$ cat config.mk
export PLATFORM = sky130hd
export DESIGN_NAME = legv8_multicycle_control
export DESIGN_NICKNAME = d
export VERILOG_FILES = /design/src/rtl/legv8_ctrl_pkg.sv /design/src/rtl/legv8_opcode_class.sv /design/src/rtl/legv8_multicycle_control.sv
export SDC_FILE = /design/constraint.sdc
export NUM_CORES = 1
export LEC_CHECK = 0
export ABC_AREA = 1
export CAP_MARGIN = 20
export CORE_MARGIN = 2
export CORE_UTILIZATION = 35
export DETAILED_ROUTE_END_ITERATION = 8
export DONT_BUFFER_PORTS = 1
export GPL_TIMING_DRIVEN = 0
export SYNTH_ARGS = -nofsm -noshare
export SYNTH_HDL_FRONTEND = slang
export SYNTH_SLANG_ARGS = --single-unit
$ cat constraint.sdc
create_clock -name CLK -period 2.77 [get_ports CLK]
set_clock_uncertainty 0.2 [all_clocks]
set_input_delay 0.4155 -clock CLK [delete_from_list [all_inputs] [get_ports CLK]]
set_output_delay 0.4155 -clock CLK [all_outputs]
set_load 0.02 [all_outputs]
$ cat src/rtl/legv8_ctrl_pkg.sv
`default_nettype none
// ============================================================================
// Module   : legv8_ctrl_pkg
// Purpose  : Shared encodings for the multicycle LEGv8 control path.
// Revision : 1.0
// ============================================================================
package legv8_ctrl_pkg;

    typedef enum logic [3:0] {
        S_FETCH    = 4'd0,
        S_DECODE   = 4'd1,
        S_R_EXEC   = 4'd2,
        S_R_WB     = 4'd3,
        S_MEM_ADDR = 4'd4,
        S_LD_READ  = 4'd5,
        S_LD_WB    = 4'd6,
        S_ST_WRITE = 4'd7,
        S_CBZ      = 4'd8,
        S_BR       = 4'd9
    } state_t;

    typedef enum logic [2:0] {
        CLS_R   = 3'd0,
        CLS_LD  = 3'd1,
        CLS_ST  = 3'd2,
        CLS_CBZ = 3'd3,
        CLS_B   = 3'd4,
        CLS_ILL = 3'd5
    } opclass_t;

    localparam logic [10:0] OP_ADD   = 11'b10001011000;
    localparam logic [10:0] OP_SUB   = 11'b11001011000;
    localparam logic [10:0] OP_AND   = 11'b10001010000;
    localparam logic [10:0] OP_ORR   = 11'b10101010000;
    localparam logic [10:0] OP_LDUR  = 11'b11111000010;
    localparam logic [10:0] OP_STUR  = 11'b11111000000;
    // CBZ and B carry immediate bits inside the opcode field; masks keep only the fixed bits
    localparam logic [10:0] OP_CBZ   = 11'b10110100000;
    localparam logic [10:0] MASK_CBZ = 11'b11111111000;
    localparam logic [10:0] OP_B     = 11'b00010100000;
    localparam logic [10:0] MASK_B   = 11'b11111100000;

    localparam logic [1:0] ALUOP_ADD   = 2'b00;
    localparam logic [1:0] ALUOP_PASSB = 2'b01;
    localparam logic [1:0] ALUOP_RTYPE = 2'b10;

    localparam logic [1:0] SRCB_REG  = 2'b00;
    localparam logic [1:0] SRCB_FOUR = 2'b01;
    localparam logic [1:0] SRCB_DIMM = 2'b10;
    localparam logic [1:0] SRCB_BIMM = 2'b11;

    typedef struct packed {
        logic [1:0] alu_op;
        logic       alu_src_a;
        logic [1:0] alu_src_b;
        logic       pc_write;
        logic       pc_write_cond;
        logic       pc_source;
        logic       mem_read;
        logic       mem_write;
        logic       mem_to_reg;
        logic       reg_write;
        logic       fetch;
    } ctrl_t;

    function automatic ctrl_t ctrl_of(input state_t s);
        ctrl_t c;
        c = '0;
        case (s)
            S_FETCH: begin
                c.mem_read  = 1'b1;
                c.alu_src_b = SRCB_FOUR;
                c.alu_op    = ALUOP_ADD;
                c.fetch     = 1'b1;
            end
            S_DECODE: begin
                c.alu_src_b = SRCB_BIMM;
                c.alu_op    = ALUOP_ADD;
            end
            S_R_EXEC: begin
                c.alu_src_a = 1'b1;
                c.alu_src_b = SRCB_REG;
                c.alu_op    = ALUOP_RTYPE;
            end
            S_R_WB:     c.reg_write = 1'b1;
            S_MEM_ADDR: begin
                c.alu_src_a = 1'b1;
                c.alu_src_b = SRCB_DIMM;
                c.alu_op    = ALUOP_ADD;
            end
            S_LD_READ:  c.mem_read = 1'b1;
            S_LD_WB: begin
                c.reg_write  = 1'b1;
                c.mem_to_reg = 1'b1;
            end
            S_ST_WRITE: c.mem_write = 1'b1;
            S_CBZ: begin
                c.alu_src_a     = 1'b1;
                c.alu_src_b     = SRCB_REG;
                c.alu_op        = ALUOP_PASSB;
                c.pc_write_cond = 1'b1;
                c.pc_source     = 1'b1;
            end
            S_BR: begin
                c.pc_write  = 1'b1;
                c.pc_source = 1'b1;
            end
            default: c = '0;
        endcase
        return c;
    endfunction

endpackage
`default_nettype wire

$ cat src/rtl/legv8_opcode_class.sv
`default_nettype none
// ============================================================================
// Module   : legv8_opcode_class
// Purpose  : Combinational opcode classifier and Reg2Loc select.
// Revision : 1.0
// ============================================================================
module legv8_opcode_class
    import legv8_ctrl_pkg::*;
(
    input  logic [10:0] i_opcode,
    output opclass_t    o_class,
    output logic        o_reg2loc
);

    always_comb begin
        o_class = CLS_ILL;
        if (i_opcode == OP_ADD || i_opcode == OP_SUB ||
            i_opcode == OP_AND || i_opcode == OP_ORR)
            o_class = CLS_R;
        else if (i_opcode == OP_LDUR)
            o_class = CLS_LD;
        else if (i_opcode == OP_STUR)
            o_class = CLS_ST;
        else if ((i_opcode & MASK_CBZ) == OP_CBZ)
            o_class = CLS_CBZ;
        else if ((i_opcode & MASK_B) == OP_B)
            o_class = CLS_B;
    end

    // STUR and CBZ read their second operand from the Rt field
    assign o_reg2loc = (o_class == CLS_ST) || (o_class == CLS_CBZ);

endmodule
`default_nettype wire

$ cat src/rtl/legv8_multicycle_control.sv
`default_nettype none
// ============================================================================
// Module   : legv8_multicycle_control
// Purpose  : Main control FSM for the multicycle LEGv8 datapath.
//            Optional retired-instruction counter: define RETIRE_CNT_EN.
// Revision : 1.0
// ============================================================================
module legv8_multicycle_control
    import legv8_ctrl_pkg::*;
#(
    parameter logic [3:0] MEM_WAIT_MAX = 4'd15
) (
    input  logic        CLK,
    input  logic        Reset,
    input  logic [10:0] Opcode,
    input  logic        MemReady,
    output logic [1:0]  ALUop,
    output logic        ALUSrcA,
    output logic [1:0]  ALUSrcB,
    output logic        PCWrite,
    output logic        PCWriteCond,
    output logic        PCSource,
    output logic        IRWrite,
    output logic        MemRead,
    output logic        MemWrite,
    output logic        MemtoReg,
    output logic        RegWrite,
    output logic        Reg2Loc,
    output logic        Illegal,
    output logic        MemTimeout
`ifdef RETIRE_CNT_EN
    ,
    output logic [31:0] InstrCount
`endif
);

    state_t     r_state;
    state_t     w_next;
    logic [3:0] r_wait;
    logic       r_timeout;
    logic       r_illegal;
    opclass_t   w_class;
    ctrl_t      w_ctrl;
    logic       w_mem_state;
    logic       w_next_mem;
    logic       w_expire;
    logic       w_retire;

    legv8_opcode_class u_class (
        .i_opcode  (Opcode),
        .o_class   (w_class),
        .o_reg2loc (Reg2Loc)
    );

    assign w_mem_state = (r_state == S_FETCH) || (r_state == S_LD_READ) ||
                         (r_state == S_ST_WRITE);
    assign w_next_mem  = (w_next == S_FETCH) || (w_next == S_LD_READ) ||
                         (w_next == S_ST_WRITE);
    // Expires on the cycle the wait count would reach the limit; a ready in that cycle wins
    assign w_expire    = w_mem_state && !MemReady && (r_wait == MEM_WAIT_MAX - 4'd1);

    always_comb begin
        w_next   = S_FETCH;
        w_retire = 1'b0;
        case (r_state)
            S_FETCH:    w_next = (MemReady && !w_expire) ? S_DECODE : S_FETCH;
            S_DECODE: begin
                case (w_class)
                    CLS_R:         w_next = S_R_EXEC;
                    CLS_LD, CLS_ST: w_next = S_MEM_ADDR;
                    CLS_CBZ:       w_next = S_CBZ;
                    CLS_B:         w_next = S_BR;
                    default:       w_next = S_FETCH;
                endcase
            end
            S_R_EXEC:   w_next = S_R_WB;
            S_R_WB:     w_retire = 1'b1;
            S_MEM_ADDR: begin
                if (w_class == CLS_LD)
                    w_next = S_LD_READ;
                else if (w_class == CLS_ST)
                    w_next = S_ST_WRITE;
            end
            S_LD_READ: begin
                if (MemReady)
                    w_next = S_LD_WB;
                else if (!w_expire)
                    w_next = S_LD_READ;
            end
            S_LD_WB:    w_retire = 1'b1;
            S_ST_WRITE: begin
                if (MemReady)
                    w_retire = 1'b1;
                else if (!w_expire)
                    w_next = S_ST_WRITE;
            end
            S_CBZ:      w_retire = 1'b1;
            S_BR:       w_retire = 1'b1;
            default:    w_next = S_FETCH;
        endcase
    end

    always_ff @(posedge CLK) begin
        if (Reset) begin
            r_state   <= S_FETCH;
            r_wait    <= '0;
            r_timeout <= 1'b0;
            r_illegal <= 1'b0;
        end else begin
            r_state   <= w_next;
            r_illegal <= (r_state == S_DECODE) && (w_class == CLS_ILL);
            if (w_expire)
                r_timeout <= 1'b1;
            if (w_next_mem && ((w_next != r_state) || w_expire))
                r_wait <= '0;
            else if (w_mem_state && !MemReady)
                r_wait <= r_wait + 4'd1;
        end
    end

`ifdef RETIRE_CNT_EN
    logic [31:0] r_instr_count;

    always_ff @(posedge CLK) begin
        if (Reset)
            r_instr_count <= '0;
        else if (w_retire)
            r_instr_count <= r_instr_count + 32'd1;
    end

    assign InstrCount = r_instr_count;
`else
    logic w_retire_unused;
    assign w_retire_unused = w_retire;
`endif

    assign w_ctrl = ctrl_of(r_state);

    assign ALUop       = w_ctrl.alu_op;
    assign ALUSrcA     = w_ctrl.alu_src_a;
    assign ALUSrcB     = w_ctrl.alu_src_b;
    assign PCSource    = w_ctrl.pc_source;
    assign MemRead     = w_ctrl.mem_read;
    assign MemtoReg    = w_ctrl.mem_to_reg;
    // Write strobes are suppressed while Reset is high so an abandoned instruction commits nothing
    assign PCWrite     = (w_ctrl.pc_write | (w_ctrl.fetch & MemReady)) & ~Reset;
    assign IRWrite     = w_ctrl.fetch & MemReady & ~Reset;
    assign PCWriteCond = w_ctrl.pc_write_cond & ~Reset;
    assign MemWrite    = w_ctrl.mem_write & ~Reset;
    assign RegWrite    = w_ctrl.reg_write & ~Reset;
    assign Illegal     = r_illegal;
    assign MemTimeout  = r_timeout;

endmodule
`default_nettype wire

Word level (Yosys, flattened, before mapping)
Index checks and enable logic that the tools add are counted.
{"block": "totals", "reg_bits": 10, "romBits": 0, "mem_count": 0, "ramBits": 0, "latchBits": 0, "inputBits": 14}
{"block": "classes", "reduce_logical": 25, "n_eq_ne": 26, "mux": 25, "div": 0, "n_shift": 0, "magnitude_cmp": 0, "multipliers": 0, "n_bitwise": 8, "n_addsub": 1}
{"cell": "11-bit == test (second input constant)", "count": 6}
{"cell": "3-bit 2-to-1 mux", "count": 10}
{"cell": "4-bit by 3-bit == test with 1-bit output (second input constant)", "count": 6}
{"cell": "4-bit one-hot mux with 6 select lines", "count": 1}
{"cell": "4-bit one-hot mux with 4 select lines", "count": 1}
{"cell": "4-bit == test (second input constant)", "count": 3}
{"cell": "1-bit 2-to-1 mux", "count": 11}
{"cell": "2-bit OR reduction", "count": 5}
{"cell": "1-bit logical OR", "count": 9}
{"cell": "4-bit by 2-bit == test with 1-bit output (second input constant)", "count": 2}
{"cell": "8-bit == test (second input constant)", "count": 1}
{"cell": "4-bit zero test", "count": 2}
{"cell": "1-bit AND", "count": 6}
{"cell": "3-bit by 2-bit == test with 1-bit output (second input constant)", "count": 2}
{"cell": "3-bit == test (second input constant)", "count": 2}
{"cell": "6-bit by 3-bit == test with 1-bit output (second input constant)", "count": 1}
{"cell": "2-bit one-hot mux with 3 select lines", "count": 1}
{"cell": "1-bit logical AND", "count": 5}
{"cell": "4-bit by 1-bit adder with 4-bit output (second input constant)", "count": 1}
{"cell": "4-bit by 1-bit == test with 1-bit output (second input constant)", "count": 1}
{"cell": "4-bit != test", "count": 1}
{"cell": "2-bit one-hot mux with 2 select lines", "count": 1}
{"cell": "3-bit by 1-bit == test with 1-bit output (second input constant)", "count": 1}
{"cell": "3-bit zero test", "count": 1}
{"cell": "other kinds (4)", "count": 5}

Logic depth before layout (Yosys ltp)
{"block": "logic_depth", "ltp_word": 15, "mapped_depth": 14}

Hierarchy
From an unflattened synthesis, not the netlist that was laid out.
{"block": "unflattened", "cells_unflattened": 182, "hier_area_um2": 1082.3}
{"mod": "legv8_multicycle_control", "area_each_um2": 869.6, "cells_each": 133, "n_inst": 1}
{"mod": "legv8_opcode_class", "area_each_um2": 212.7, "cells_each": 49, "n_inst": 1}

Worst setup path after synthesis
OpenSTA, ideal clock, no wires.
{"block": "synth_path", "path_type": "reg2out", "from": "reg r_state[1]", "to": "out PCWriteCond", "arrival_time_ns": 1.369, "t_required_ns": 2.155, "slack_ns": 0.786, "stages_incl_launch_ff": 6, "cell_sequence": "dfxtp_1 -> nor2_2 -> nand2_1 -> nor2_1 -> inv_1 -> nor2_1"}
{"block": "synth_between", "elab_chain_cells": 3}
{"item": "start, declared", "line": "legv8_multicycle_control.sv:37", "text": "state_t r_state;"}
{"item": "start signal, assigned", "line": "legv8_multicycle_control.sv:110", "text": "r_state <= w_next;"}
{"item": "4-bit == test"}
{"item": "1-bit 2-to-1 mux", "line": "legv8_ctrl_pkg.sv:69", "text": "case (s)"}
{"item": "1-bit AND", "line": "legv8_multicycle_control.sv:148", "text": "assign PCWriteCond = w_ctrl.pc_write_cond & ~Reset;"}
{"item": "end, declared", "line": "legv8_multicycle_control.sv:21", "text": "output logic PCWriteCond,"}
No other way between the ends.

Final worst setup path
Same ends and word-level chain as after synthesis.

==> results.yml <==
timing:
  fin_crit_sh_pct: 87.7
  min_period_ns: 2.43
  setup-tns-final_ns: 0
  slew_violations: 0
  grt_setup_unrepaired: "no"
  finalSetupViolCount: 0
  final-hold-violation-count: 0
  clock.fmax_mhz: 412
  tightest_slew_ns: 0.439
  setup_slack_ns: 0.342
  maxSlewHeadroom_pct: 70.7
die:
  die_y_um: 56.5
  fp-row-count: 19
  die_w_um: 56.5
  io_pins: 30
  die-area_um2: 3200
  initial_core_util_pct: 36.0
  core_um2: 2690
critical_path:
  r2r_setup_slack_ns: 0.95
  cp_max_fo: 6
  reg2reg_depth: 13
  critical_path_arrival_ns: 1.81
  regToRegStartpoint: "r_state[3]"
  critPathLaunchType: "flip-flop"
  worstSetupPathType: "flip-flop to primary output"
  worst_setup_path_end_kind: "primary output"
  crit_path_start: "r_state[1]"
  required_ns: 2.15
  endpoint: "PCWriteCond"
  timing.rr.end: "r_wait[0]"
global_routing:
  grt_overflow: 0
  track_usage_pct: 13.6
  grt_pass1_vias: 871
  grt_first_pass_wirelength_um: 3500
  antenna_found_initial: 0
  grt_max_degree: 9
route:
  drt-wirelength-per-cell_um: 10.8
  first_iter_violations: 25
  ant_nets: 0
  vias_per_cell: 4.95
  drc: 0
  wl_um: 2080
  drt-pass1-iter-count: 4
  vias: 951
final_layout:
  num_antenna_cells: 0
  fin_area_um2: 1040
  num-nets-final: 178
  utilization_pct: 38.8
  multiInputGateArea_um2: 636
  regArea_um2: 200
  nFillCells: 312
  areaGrowthSynthToFinish_pct: 7.77
  final_common_cell: "nor2_1"
  final_cell_mix: "30 x nor2_1, 27 x inv_1, 27 x nand2_1, 16 x nand3_1, 10 x dfxtp_1"
  drive_gt1_share_pct: 20.5
placement:
  placed_area_um2: 1000
  place_hpwl_um: 1760
  pre_cts_slack_ns: 0.631
  gp_congestion: 0.857
  numPortBuffers: 0
clocking:
  cts-htree-levels: 1
  cts.sink_count: 10
  cts_buffer_depth: 2
  cts_tree: "done"
  root_buffer: "clkbuf_4"
  cts_setup_buffers: 0
  clk_latency_ns: 0.27
  cts-buffers-inserted: 3
  cts_hold_buf: 0
  cts_resized: 0
  path_clk_slew_ns: 0.07
yosys:
  syn_inst: 157
  synth_nets: 173
  ys_types: 27
  ys_ff_latch: 10
  synth.largest_area_cell: "dfxtp_1"
  synth.avg_cell_area_um2: 6.15
  ys_seq_area_share_pct: 20.7
  yosysTopAreaCellShare_pct: 20.7
  yosys_warnings: 0
  syn_area_um2: 966
  synthTopCellsByArea: "dfxtp_1 21%, nor2_1 12%, inv_1 10%"
power_and_ir_drop:
  seq_power_share_pct: 44.6
  total_power_w: 0.000343
  leakage_nw: 0.571
  ir_drop_v: 0.000157
  p_int_w: 0.000246
  p_comb_share_pct: 16.5
  p_clk_share_pct: 38.9
  p_sw_share_pct: 28.2
  power_density_nw_per_um2: 329
  netSwitchingPower_w: 0.0000966
run_status:
  status: "finished clean"
hold_path:
  min_path_type: "input port to flip-flop"
run:
  drv_cap: 0
[flip-flops by register name, summed over array words and instances (netlist names)]
| signal | count |
|---|---|
| Illegal | 1 |
| r_wait | 4 |
| MemTimeout | 1 |
| r_state | 4 |
[cells by family after synthesis]
group	synth area share [%]
xor+xnor	2.72
buf+inv	13.5
simple gates	53.0
fa+ha+maj	2.59
flops	20.7
compound gates	7.51
[critical path: stages (launching register included)]
cell     delay [ns]
dfxtp_1        0.37
nor2_2         0.24
nand2_1        0.13
nor2_1         0.35
inv_1          0.13
nor2_1         0.32
[stage by stage]
step	hold slack (ns)	instances
after floorplan	0.303	157
after global placement	0.324	188
after detailed placement	0.335	188
after CTS	0.294	192
after global routing	0.337	192
final	0.300	192
[synth_stat cells]
master / count
o21bai_1: 1
nor2_1: 30
o21ai_2: 1
nand4_1: 2
nor3_1: 2
dfxtp_1: 10
nand2_1: 27
o21ai_0: 1
nand3_2: 4
nor2_4: 2
nand3b_2: 1
o211ai_2: 1
ha_1: 2
nor3b_2: 1
xnor2_1: 1
inv_1: 27
nand2_4: 1
nand2_2: 6
clkinv_1: 1
xor2_1: 2
inv_2: 4
nand3_4: 2
clkdlybuf4s25_2: 1
a21oi_2: 1
nand3_1: 16
a21oi_1: 6
nor2_2: 4
[area by class of cell]
class                   instances  share of cell area, %
clock buffers                   4                   3.49
flip-flops and latches         10                   19.2
plain buffers                   1                  0.962
well taps                      31                   3.73
inverters                      32                   11.5
multi-input cells             114                   61.1
[layer usage]
metal	vias to the layer above	wire length, µm	GRT usage, %
met5	-	0	0
li1	496	-	-
met1	424	931	17.6
met2	29	971	21.6
met4	0	16	6.12
met3	2	157	2.76
[how the worst min path moves through the flow]
| stage | from | end | cells after the start |
|---|---|---|---|
| 2_1_floorplan | r_wait[3] | r_wait[3] | 3 |
| 3_3_place_gp | r_wait[3] | r_wait[3] | 3 |
| 3_5_place_dp | r_wait[3] | r_wait[3] | 3 |
| 4_1_cts | MemReady | MemTimeout | 3 |
| 5_1_grt | MemReady | MemTimeout | 3 |
| 6_report | MemReady | MemTimeout | 3 |
[power groups by stage]
stage | Sequential [W] | Combinational [W] | Clock [W]
6_report | 0.000153 | 0.0000564 | 0.000134
5_1_grt | 0.000154 | 0.0000645 | 0.000140
4_1_cts | 0.000153 | 0.0000570 | 0.000137
3_5_place_dp | 0.000156 | 0.0000567 | 0
3_3_place_gp | 0.000156 | 0.0000556 | 0
2_1_floorplan | 0.000156 | 0.0000483 | 0
Note: power is estimated with default switching activity, not from simulation.
